File: config.mk
export PLATFORM = sky130hd
export DESIGN_NAME = atm_bank_responder_flat
export DESIGN_NICKNAME = d
export VERILOG_FILES = /design/src/rtl/atm_bank_responder_if.sv /design/src/rtl/atm_bank_responder.sv /design/src/flat_wrapper.sv
export SDC_FILE = /design/constraint.sdc
export NUM_CORES = 1
export LEC_CHECK = 0
export CORE_UTILIZATION = 25
export CTS_CLUSTER_SIZE = 14
export DETAILED_ROUTE_END_ITERATION = 16
export GPL_ROUTABILITY_DRIVEN = 1
export HOLD_SLACK_MARGIN = 0.03
export PLACE_DENSITY = 0.45
export SETUP_SLACK_MARGIN = 0.15
export SLEW_MARGIN = 20
export SYNTH_ARGS = -nofsm -noshare
export SYNTH_HDL_FRONTEND = slang
export SYNTH_SLANG_ARGS = --single-unit
File: constraint.sdc
create_clock -name clk -period 3.6 [get_ports clk]
set_input_delay 0.72 -clock clk [delete_from_list [all_inputs] [get_ports clk]]
set_output_delay 0.72 -clock clk [all_outputs]
set_load 0.01 [all_outputs]
File: src/rtl/atm_bank_responder_if.sv
// atm_bank_responder_if: request/response handshake bundle between an ATM and the bank responder
interface atm_bank_responder_if;
  logic        req_valid;
  logic        req_ready;
  logic [1:0]  req_op;
  logic [3:0]  req_pin;
  logic [31:0] req_amount;
  logic        session_end;
  logic        rsp_valid;
  logic        rsp_ready;
  logic [1:0]  rsp_status;
  logic [31:0] rsp_balance;
  logic        authenticated;
  logic        locked;
  modport master (
    output req_valid, req_op, req_pin, req_amount, session_end, rsp_ready,
    input  req_ready, rsp_valid, rsp_status, rsp_balance, authenticated, locked
  );
  modport slave (
    input  req_valid, req_op, req_pin, req_amount, session_end, rsp_ready,
    output req_ready, rsp_valid, rsp_status, rsp_balance, authenticated, locked
  );
endinterface

File: src/rtl/atm_bank_responder.sv
// atm_bank_responder: single-account bank responder (IDLE/EXEC/RESP); optional lockout via macro ATM_LOCKOUT_EN
module atm_bank_responder #(
  parameter logic [31:0] INIT_BALANCE = 32'd1000,
  parameter logic [3:0]  STORED_PIN   = 4'b1010,
  parameter int unsigned MAX_TRIES    = 3
) (
  input logic clk,
  input logic reset,
  atm_bank_responder_if.slave bus
);
  typedef enum logic [1:0] {IDLE, EXEC, RESP} state_t;
  localparam logic [1:0] OP_PIN = 2'b00;
  localparam logic [1:0] OP_DEP = 2'b10;
  localparam logic [1:0] OP_WD  = 2'b11;
  localparam logic [2:0] MAX_CNT = 3'(MAX_TRIES);
  state_t      state_q, state_d;
  logic [1:0]  op_q, op_d;
  logic [3:0]  pin_q, pin_d;
  logic [31:0] amount_q, amount_d;
  logic [31:0] balance_q, balance_d;
  logic        auth_q, auth_d;
  logic [2:0]  fail_q, fail_d;
  logic [1:0]  status_q, status_d;
  logic [31:0] rsp_bal_q, rsp_bal_d;
  logic [32:0] sum;
  logic        locked_q;
  assign bus.req_ready     = state_q == IDLE;
  assign bus.rsp_valid     = state_q == RESP;
  assign bus.rsp_status    = status_q;
  assign bus.rsp_balance   = rsp_bal_q;
  assign bus.authenticated = auth_q;
  assign bus.locked        = locked_q;
  assign sum = {1'b0, balance_q} + {1'b0, amount_q};
  // capture on accept, evaluate in EXEC, hold the response until taken; session_end always wins on auth
  always_comb begin
    state_d   = state_q;
    op_d      = op_q;
    pin_d     = pin_q;
    amount_d  = amount_q;
    balance_d = balance_q;
    auth_d    = auth_q;
    fail_d    = fail_q;
    status_d  = status_q;
    rsp_bal_d = rsp_bal_q;
    case (state_q)
      IDLE: if (bus.req_valid) begin
        state_d  = EXEC;
        op_d     = bus.req_op;
        pin_d    = bus.req_pin;
        amount_d = bus.req_amount;
      end
      EXEC: begin
        state_d = RESP;
        if (locked_q) status_d = 2'b11;
        else if (op_q == OP_PIN) begin
          status_d = pin_q == STORED_PIN ? 2'b00 : 2'b01;
          auth_d   = pin_q == STORED_PIN;
          fail_d   = pin_q == STORED_PIN ? 3'd0 : fail_q >= MAX_CNT ? fail_q : fail_q + 3'd1;
        end
        else if (!auth_q) status_d = 2'b11;
        else if ((op_q == OP_DEP && sum[32]) || (op_q == OP_WD && amount_q > balance_q)) status_d = 2'b10;
        else begin
          status_d  = 2'b00;
          balance_d = op_q == OP_DEP ? sum[31:0] : op_q == OP_WD ? balance_q - amount_q : balance_q;
        end
        rsp_bal_d = balance_d;
      end
      RESP: if (bus.rsp_ready) state_d = IDLE;
      default: state_d = IDLE;
    endcase
    if (bus.session_end) auth_d = 1'b0;
  end
  // state and datapath registers; reset aborts any in-flight transaction
  always_ff @(posedge clk or negedge reset) begin
    if (!reset) begin
      state_q   <= IDLE;
      op_q      <= 2'b00;
      pin_q     <= 4'b0000;
      amount_q  <= 32'd0;
      balance_q <= INIT_BALANCE;
      auth_q    <= 1'b0;
      fail_q    <= 3'd0;
      status_q  <= 2'b00;
      rsp_bal_q <= 32'd0;
    end else begin
      state_q   <= state_d;
      op_q      <= op_d;
      pin_q     <= pin_d;
      amount_q  <= amount_d;
      balance_q <= balance_d;
      auth_q    <= auth_d;
      fail_q    <= fail_d;
      status_q  <= status_d;
      rsp_bal_q <= rsp_bal_d;
    end
  end
`ifdef ATM_LOCKOUT_EN
  logic locked_d;
  // lock sticks once the consecutive-failure count reaches the limit
  always_comb begin
    locked_d = locked_q | (fail_d >= MAX_CNT);
  end
  // lockout register, cleared only by reset
  always_ff @(posedge clk or negedge reset) begin
    if (!reset) locked_q <= 1'b0;
    else locked_q <= locked_d;
  end
`else
  assign locked_q = 1'b0;
`endif
endmodule
File: src/flat_wrapper.sv
// flat-port wrapper written by rule: the top's interface ports become plain ports
module atm_bank_responder_flat 
#(
  parameter logic [31:0] INIT_BALANCE = 32'd1000,
  parameter logic [3:0]  STORED_PIN   = 4'b1010,
  parameter int unsigned MAX_TRIES    = 3
)
  (clk, reset, bus_req_valid, bus_req_op, bus_req_pin, bus_req_amount, bus_session_end, bus_rsp_ready, bus_req_ready, bus_rsp_valid, bus_rsp_status, bus_rsp_balance, bus_authenticated, bus_locked);
  atm_bank_responder_if bus_i ();
  input logic clk;
  input logic reset;
  input wire logic [$bits(bus_i.req_valid)-1:0] bus_req_valid;
  input wire logic [$bits(bus_i.req_op)-1:0] bus_req_op;
  input wire logic [$bits(bus_i.req_pin)-1:0] bus_req_pin;
  input wire logic [$bits(bus_i.req_amount)-1:0] bus_req_amount;
  input wire logic [$bits(bus_i.session_end)-1:0] bus_session_end;
  input wire logic [$bits(bus_i.rsp_ready)-1:0] bus_rsp_ready;
  output wire logic [$bits(bus_i.req_ready)-1:0] bus_req_ready;
  output wire logic [$bits(bus_i.rsp_valid)-1:0] bus_rsp_valid;
  output wire logic [$bits(bus_i.rsp_status)-1:0] bus_rsp_status;
  output wire logic [$bits(bus_i.rsp_balance)-1:0] bus_rsp_balance;
  output wire logic [$bits(bus_i.authenticated)-1:0] bus_authenticated;
  output wire logic [$bits(bus_i.locked)-1:0] bus_locked;
  assign bus_i.req_valid = bus_req_valid;
  assign bus_i.req_op = bus_req_op;
  assign bus_i.req_pin = bus_req_pin;
  assign bus_i.req_amount = bus_req_amount;
  assign bus_i.session_end = bus_session_end;
  assign bus_i.rsp_ready = bus_rsp_ready;
  assign bus_req_ready = bus_i.req_ready;
  assign bus_rsp_valid = bus_i.rsp_valid;
  assign bus_rsp_status = bus_i.rsp_status;
  assign bus_rsp_balance = bus_i.rsp_balance;
  assign bus_authenticated = bus_i.authenticated;
  assign bus_locked = bus_i.locked;
  atm_bank_responder #(.INIT_BALANCE(INIT_BALANCE), .STORED_PIN(STORED_PIN), .MAX_TRIES(MAX_TRIES)) u_core (.clk(clk), .reset(reset), .bus(bus_i));
endmodule
=== After elaboration in Yosys (flattened, before gate mapping) ===
Index checks and enable logic that the tools add are counted.

* Register bits: 107
* Logic and storage cells: 43

* $add $sub $neg: 2
* Order comparisons: 1
* Equal/unequal tests: 7
* Muxes and demuxes: 15
* Reduce and logical (&&, ||, !) cells: 10

{| class="wikitable"
|+ Operators by type and width
! operator !! count
|-
| $mux 32 || 5
|-
| $add 32x32->33 || 1
|-
| $gt 32x32->1 || 1
|-
| $sub 32x32->32 || 1
|-
| $mux 2 || 5
|-
| $eq 2x2->1 const B || 3
|-
| $pmux 2 s3 || 1
|-
| $reduce_and 2->1 || 3
|-
| $eq 4x4->1 const B || 1
|-
| $logic_not 2->1 || 2
|-
| $mux 1 || 4
|-
| $ne 2x2->1 const B || 2
|-
| $reduce_bool 2->1 || 2
|-
| $eq 2x1->1 const B || 1
|-
| $logic_and 1x1->1 || 2
|-
| $logic_or 1x1->1 || 1
|}

=== Logic depth before layout (Yosys ltp) ===
* Word-level depth: 6
* Gate-level depth with buffers: 16
* Gate-level depth less buffers: 15

=== Worst setup path after synthesis ===
OpenSTA, ideal clock, no wires.

* Kind: reg-to-reg
* From: register u_core.balance_q[0]
* To: register u_core.balance_q[30]
* Setup time: 0.124 ns
* Data arrival time: 2.921 ns
* Data required time: 3.476 ns
* Path slack: 0.555 ns
* Stages on the path, launching flop included: 16
* Period minus slack after synthesis: 3.045 ns
* Cell sequence: dfrtp_1 > inv_1 > ha_1 > inv_1 > fa_1 > a211oi_2 > o211ai_2 > a41o_1 > o31ai_4 > nor3_1 > o31a_1 > a211o_1 > a21oi_1 > o21ai_1 > xnor2_1 > o21ai_1

* Cells in the longest elaborated chain, start to end: 6
* Elaborated cells on any way between the ends: 11
* Classes of those cells: add/sub: 2; order compare: 1; mux: 5; reduce/logical: 3

{| class="wikitable"
|+ RTL lines
! item !! RTL line !! source
|-
| from (decl) || atm_bank_responder.sv:20 || <nowiki>logic [31:0] balance_q, balance_d;</nowiki>
|-
| from (signal assigned) || atm_bank_responder.sv:90 || <nowiki>balance_q <= balance_d;</nowiki>
|-
| $sub 32x32->32, or another cell as far along || atm_bank_responder.sv:64 || <nowiki>balance_d = op_q == OP_DEP ? sum[31:0] : op_q == OP_WD ? balance_q - amount_q : balance_q;</nowiki>
|-
| $mux 32 or $logic_and 1x1->1 (tied branches) || atm_bank_responder.sv:64, atm_bank_responder.sv:61 ||
|-
| $mux 32 or $logic_or 1x1->1 (tied branches) || atm_bank_responder.sv:64, atm_bank_responder.sv:61 ||
|-
| $mux 32 * || atm_bank_responder.sv:61 || <nowiki>else if ((op_q == OP_DEP && sum[32]) || (op_q == OP_WD && amount_q > balance_q)) status_d = 2'b10;</nowiki>
|-
| $mux 32 * || atm_bank_responder.sv:60 || <nowiki>else if (!auth_q) status_d = 2'b11;</nowiki>
|-
| $mux 32 * || atm_bank_responder.sv:55 || <nowiki>else if (op_q == OP_PIN) begin</nowiki>
|}

Mark *: on every way between the ends. The rest lies on a longest branch, timed or not.
A chain may end at the register's enable or synchronous reset.

=== Worst setup path in the final report ===
* From: register u_core.balance_q[3]
* To: register u_core.balance_q[29]

Same word-level chain as after synthesis.

==> run_results.csv <==
group,metric,value,unit
worst_setup_path,reg2reg_from,"u_core.balance_q[3]",
synth,synth_nets,948,
routing,first_iter_violations,361,
worst_setup_path,crit_type,"register to register",
synth,synthFlopType,"dfrtp_1",
timing,grt_setup_unrepaired,"true",
clock_tree,numCtsBuffers,9,
final_layout,nNetsFinal,984,
routing,final_antenna_net_count,0,
worst_setup_path,critPathArrivalTime,3.57,ns
timing,maxSlewHeadroom,0.3904,
timing,maxSlewViolCount,0,
synth,ys_types,77,
synth,synth_edf_count,0,
final_layout,area_delta_synth_final,19.63,%
timing,setup_viol,0,
final_layout,drive_gt1_frac,0.1000,
worst_setup_path,required,3.84,ns
global_route,grt_pass1_vias,5910,
power_and_ir_drop,ir_drop,0.0003322,V
placed_design,dp_hpwl,15140,um
placed_design,port_buffers,79,
floorplanning,dieArea,27760,sq um
outcome,violations,"DRC",
worst_setup_path,cp_max_fo,7,
clock_tree,clkLatencyLatePin,0.36,ns
routing,routedWlPerCell,16.32,um
clock_tree,clock_path_buffers,2,
timing,setup_slack,0.2689,ns
final_layout,fillers,2812,
timing,skew,0.01049,ns
routing,num_vias,5826,
synth,ys_seq_area_frac,0.3003,
timing,tightest_slew,0.9145,ns
outcome,status,"complete, but fails checks",
final_layout,diodes,0,
floorplanning,io_pins,81,
power_and_ir_drop,leakage,0.003562,uW
synth,syn_area,6774,sq um
worst_setup_path,end_kind,"register",
synth,yosysWarnings,0,
worst_setup_path,start_kind,"register",
timing,hold_viol_final,0,
clock_tree,cts_max_level,3,
power_and_ir_drop,p_per_area,614.2,nW/um^2
clock_tree,clock_sinks,81,
clock_tree,clk_pin_slew,0.07,ns
global_route,grt_pass1_wl,32220,um
timing,finalCritPeriodShare,0.9253,
timing,fmax,300.2,MHz
placed_design,place_congestion,0.8478,
routing,drtPass1Iterations,11,
timing,final.min_clock_period,3.331,ns
routing,drcViolationCount,4,
floorplanning,fp.dieW,166.6,um
synth,avgSynthCellArea,8.074,sq um
worst_setup_path,startpoint,"u_core.balance_q[3]",
floorplanning,die_y,166.6,um
clock_tree,cts_tree,"yes",
synth,postSynthCellCount,839,
global_route,grt.total_usage,0.1458,
synth,synthArstFlopShare,1.000,
routing,drt-total-wl,19820,um
timing,tns,0,ns
clock_tree,root_buffer,"clkbuf_16",
routing,via_per_inst,4.795,
placed_design,place_ws,0.1680,ns
flow_run,cap_violations,0,
min_path,min_path_type,"input pin to asynchronous set/reset pin",
global_route,grt_start_max_net_pins,40,
floorplanning,rows,59,
floorplanning,core,26350,sq um
global_route,antenna_found_initial,0,
synth,synth-seq-cells,81,
floorplanning,initial_utilization,0.2570,
global_route,grt-ovfl-total,0,
[logic make-up (layout without fill, tap and decap cells)]
kind of cell / count (synthesis) / count (layout) / synth area share
compound gates: 284 / 284 / 0.2678
simple gates: 224 / 224 / 0.1496
buf+inv: 139 / 180 / 0.09660
flops: 81 / 81 / 0.3003
fa+ha+maj: 66 / 66 / 0.1241
xor+xnor: 30 / 30 / 0.03879
mux: 14 / 14 / 0.02217
other cells: 1 / 1 / 0.0005536
[final timing paths]
| kind | to | slack (ns) | depth (start not counted) |
|---|---|---|---|
| max | u_core.balance_q[29] | 0.27 | 12 |
| min | u_core.amount_q[19] | 0.30 | 1 |
| max reg2reg | u_core.balance_q[29] | 0.27 | 12 |
| min reg2reg | u_core.bus.rsp_balance[5] | 0.50 | 2 |
| max in group asynchronous | u_core.balance_q[5] | 2.53 | 2 |
| min in group clk | u_core.bus.rsp_balance[5] | 0.50 | 2 |
[timing repair]
action,in CTS,in global routing
hold endpoints to repair,0,0
gates resized for setup,1,16
pin swaps,0,13
gates cloned,0,0
hold buffers,0,0
setup buffers,0,4
setup endpoints to repair,1,28
[synthesized netlist by cell type (4+ instances only)]
| cell | count | area [sq um] |
|---|---|---|
| nand2_1 | 101 | 379.1 |
| o21ai_0 | 89 | 445.4 |
| a21oi_1 | 75 | 375.4 |
| dfrtp_1 | 75 | 1877 |
| inv_1 | 65 | 244.0 |
| ha_1 | 64 | 800.8 |
| nor2_1 | 48 | 180.2 |
| clkbuf_1 | 29 | 108.9 |
| buf_4 | 28 | 210.2 |
| xnor2_1 | 28 | 245.2 |
| nand3_1 | 20 | 100.1 |
| o31ai_1 | 18 | 135.1 |
| a21o_1 | 14 | 105.1 |
| o21bai_1 | 14 | 105.1 |
| o211ai_1 | 13 | 97.59 |
| nand2b_1 | 11 | 68.82 |
| buf_2 | 10 | 50.05 |
| nor3_1 | 10 | 50.05 |
| a31oi_1 | 7 | 43.79 |
| mux2_2 | 7 | 78.83 |
| nor2b_1 | 7 | 43.79 |
| dfstp_2 | 6 | 157.7 |
| mux2i_1 | 6 | 60.06 |
| o21ai_1 | 6 | 30.03 |
| a211oi_1 | 5 | 37.54 |
| or2_2 | 5 | 31.28 |
| buf_1 | 4 | 15.01 |
| nor4_1 | 4 | 25.02 |
[area by class of cell]
cell class	count	area [sq um]	share of cell area
multi-input combinational	619	4168	0.5143
sequential	81	2034	0.2510
timing repair buffer	98	955.9	0.1180
tap	335	419.2	0.05172
inverter	66	247.7	0.03057
clock buffer	10	229.0	0.02825
clock inverter	6	50.05	0.006176
[per-stage QoR]
stage                     power [uW]  hold WS (ns)  utilization  cell area (sq um)  instances
after floorplan                 3289        0.4244            -               6774        839
after global placement          4050        0.4663       0.2927               7714       1195
after detailed placement        4039        0.4791       0.2927               7714       1195
after CTS                       4997        0.3110       0.3034               7996       1211
after global routing            5410        0.3313       0.3075               8104       1215
final                           4977        0.3023       0.3075               8104       1215
[metal layers]
metal	global-route usage	routed length (um)	share of wire
met1	0.2047	10130	0.51
met2	0.2227	8497	0.43
met3	0.02947	851	0.043
met4	0.04589	342	0.017
met5	0	0	0
[power breakdown]
part | total [uW] | switching, uW | internal, uW
sequential | 1400 | 232 | 1170
combinational | 2670 | 1620 | 1050
clock | 909 | 433 | 476
[worst max-delay path, stage by stage, from the launching register on]
cell	delay, ns
dfstp_2	0.58
ha_2	0.32
inv_1	0.14
o311ai_2	0.16
a211oi_2	0.37
a2111oi_2	0.14
o41a_4	0.48
o31a_4	0.31
o21ai_2	0.20
a41oi_1	0.13
o21ai_1	0.13
xor2_1	0.17
o21ai_1	0.07
[layout by cell type (no fill, tap or decap), types with 20 or more instances in the layout]
cell type        Yosys  routed
dfrtp_1             75      75
clkdlybuf4s50_1      0      78
nand2_1            101     101
inv_1               65      65
ha_1                64      61
nand3_1             20      20
o21ai_0             89      88
xnor2_1             28      28
nor2_1              48      48
a21oi_1             75      73
[registers in the layout, indices dropped and copies added, names as in the netlist]
signal	flops
u_core.state_q	2
u_core.balance_q	32
u_core.bus.authenticated	1
u_core.op_q	2
u_core.pin_q	4
u_core.bus.rsp_status	2
u_core.amount_q	32
u_core.bus.rsp_balance	6
Power figures use the tool's default switching activity.
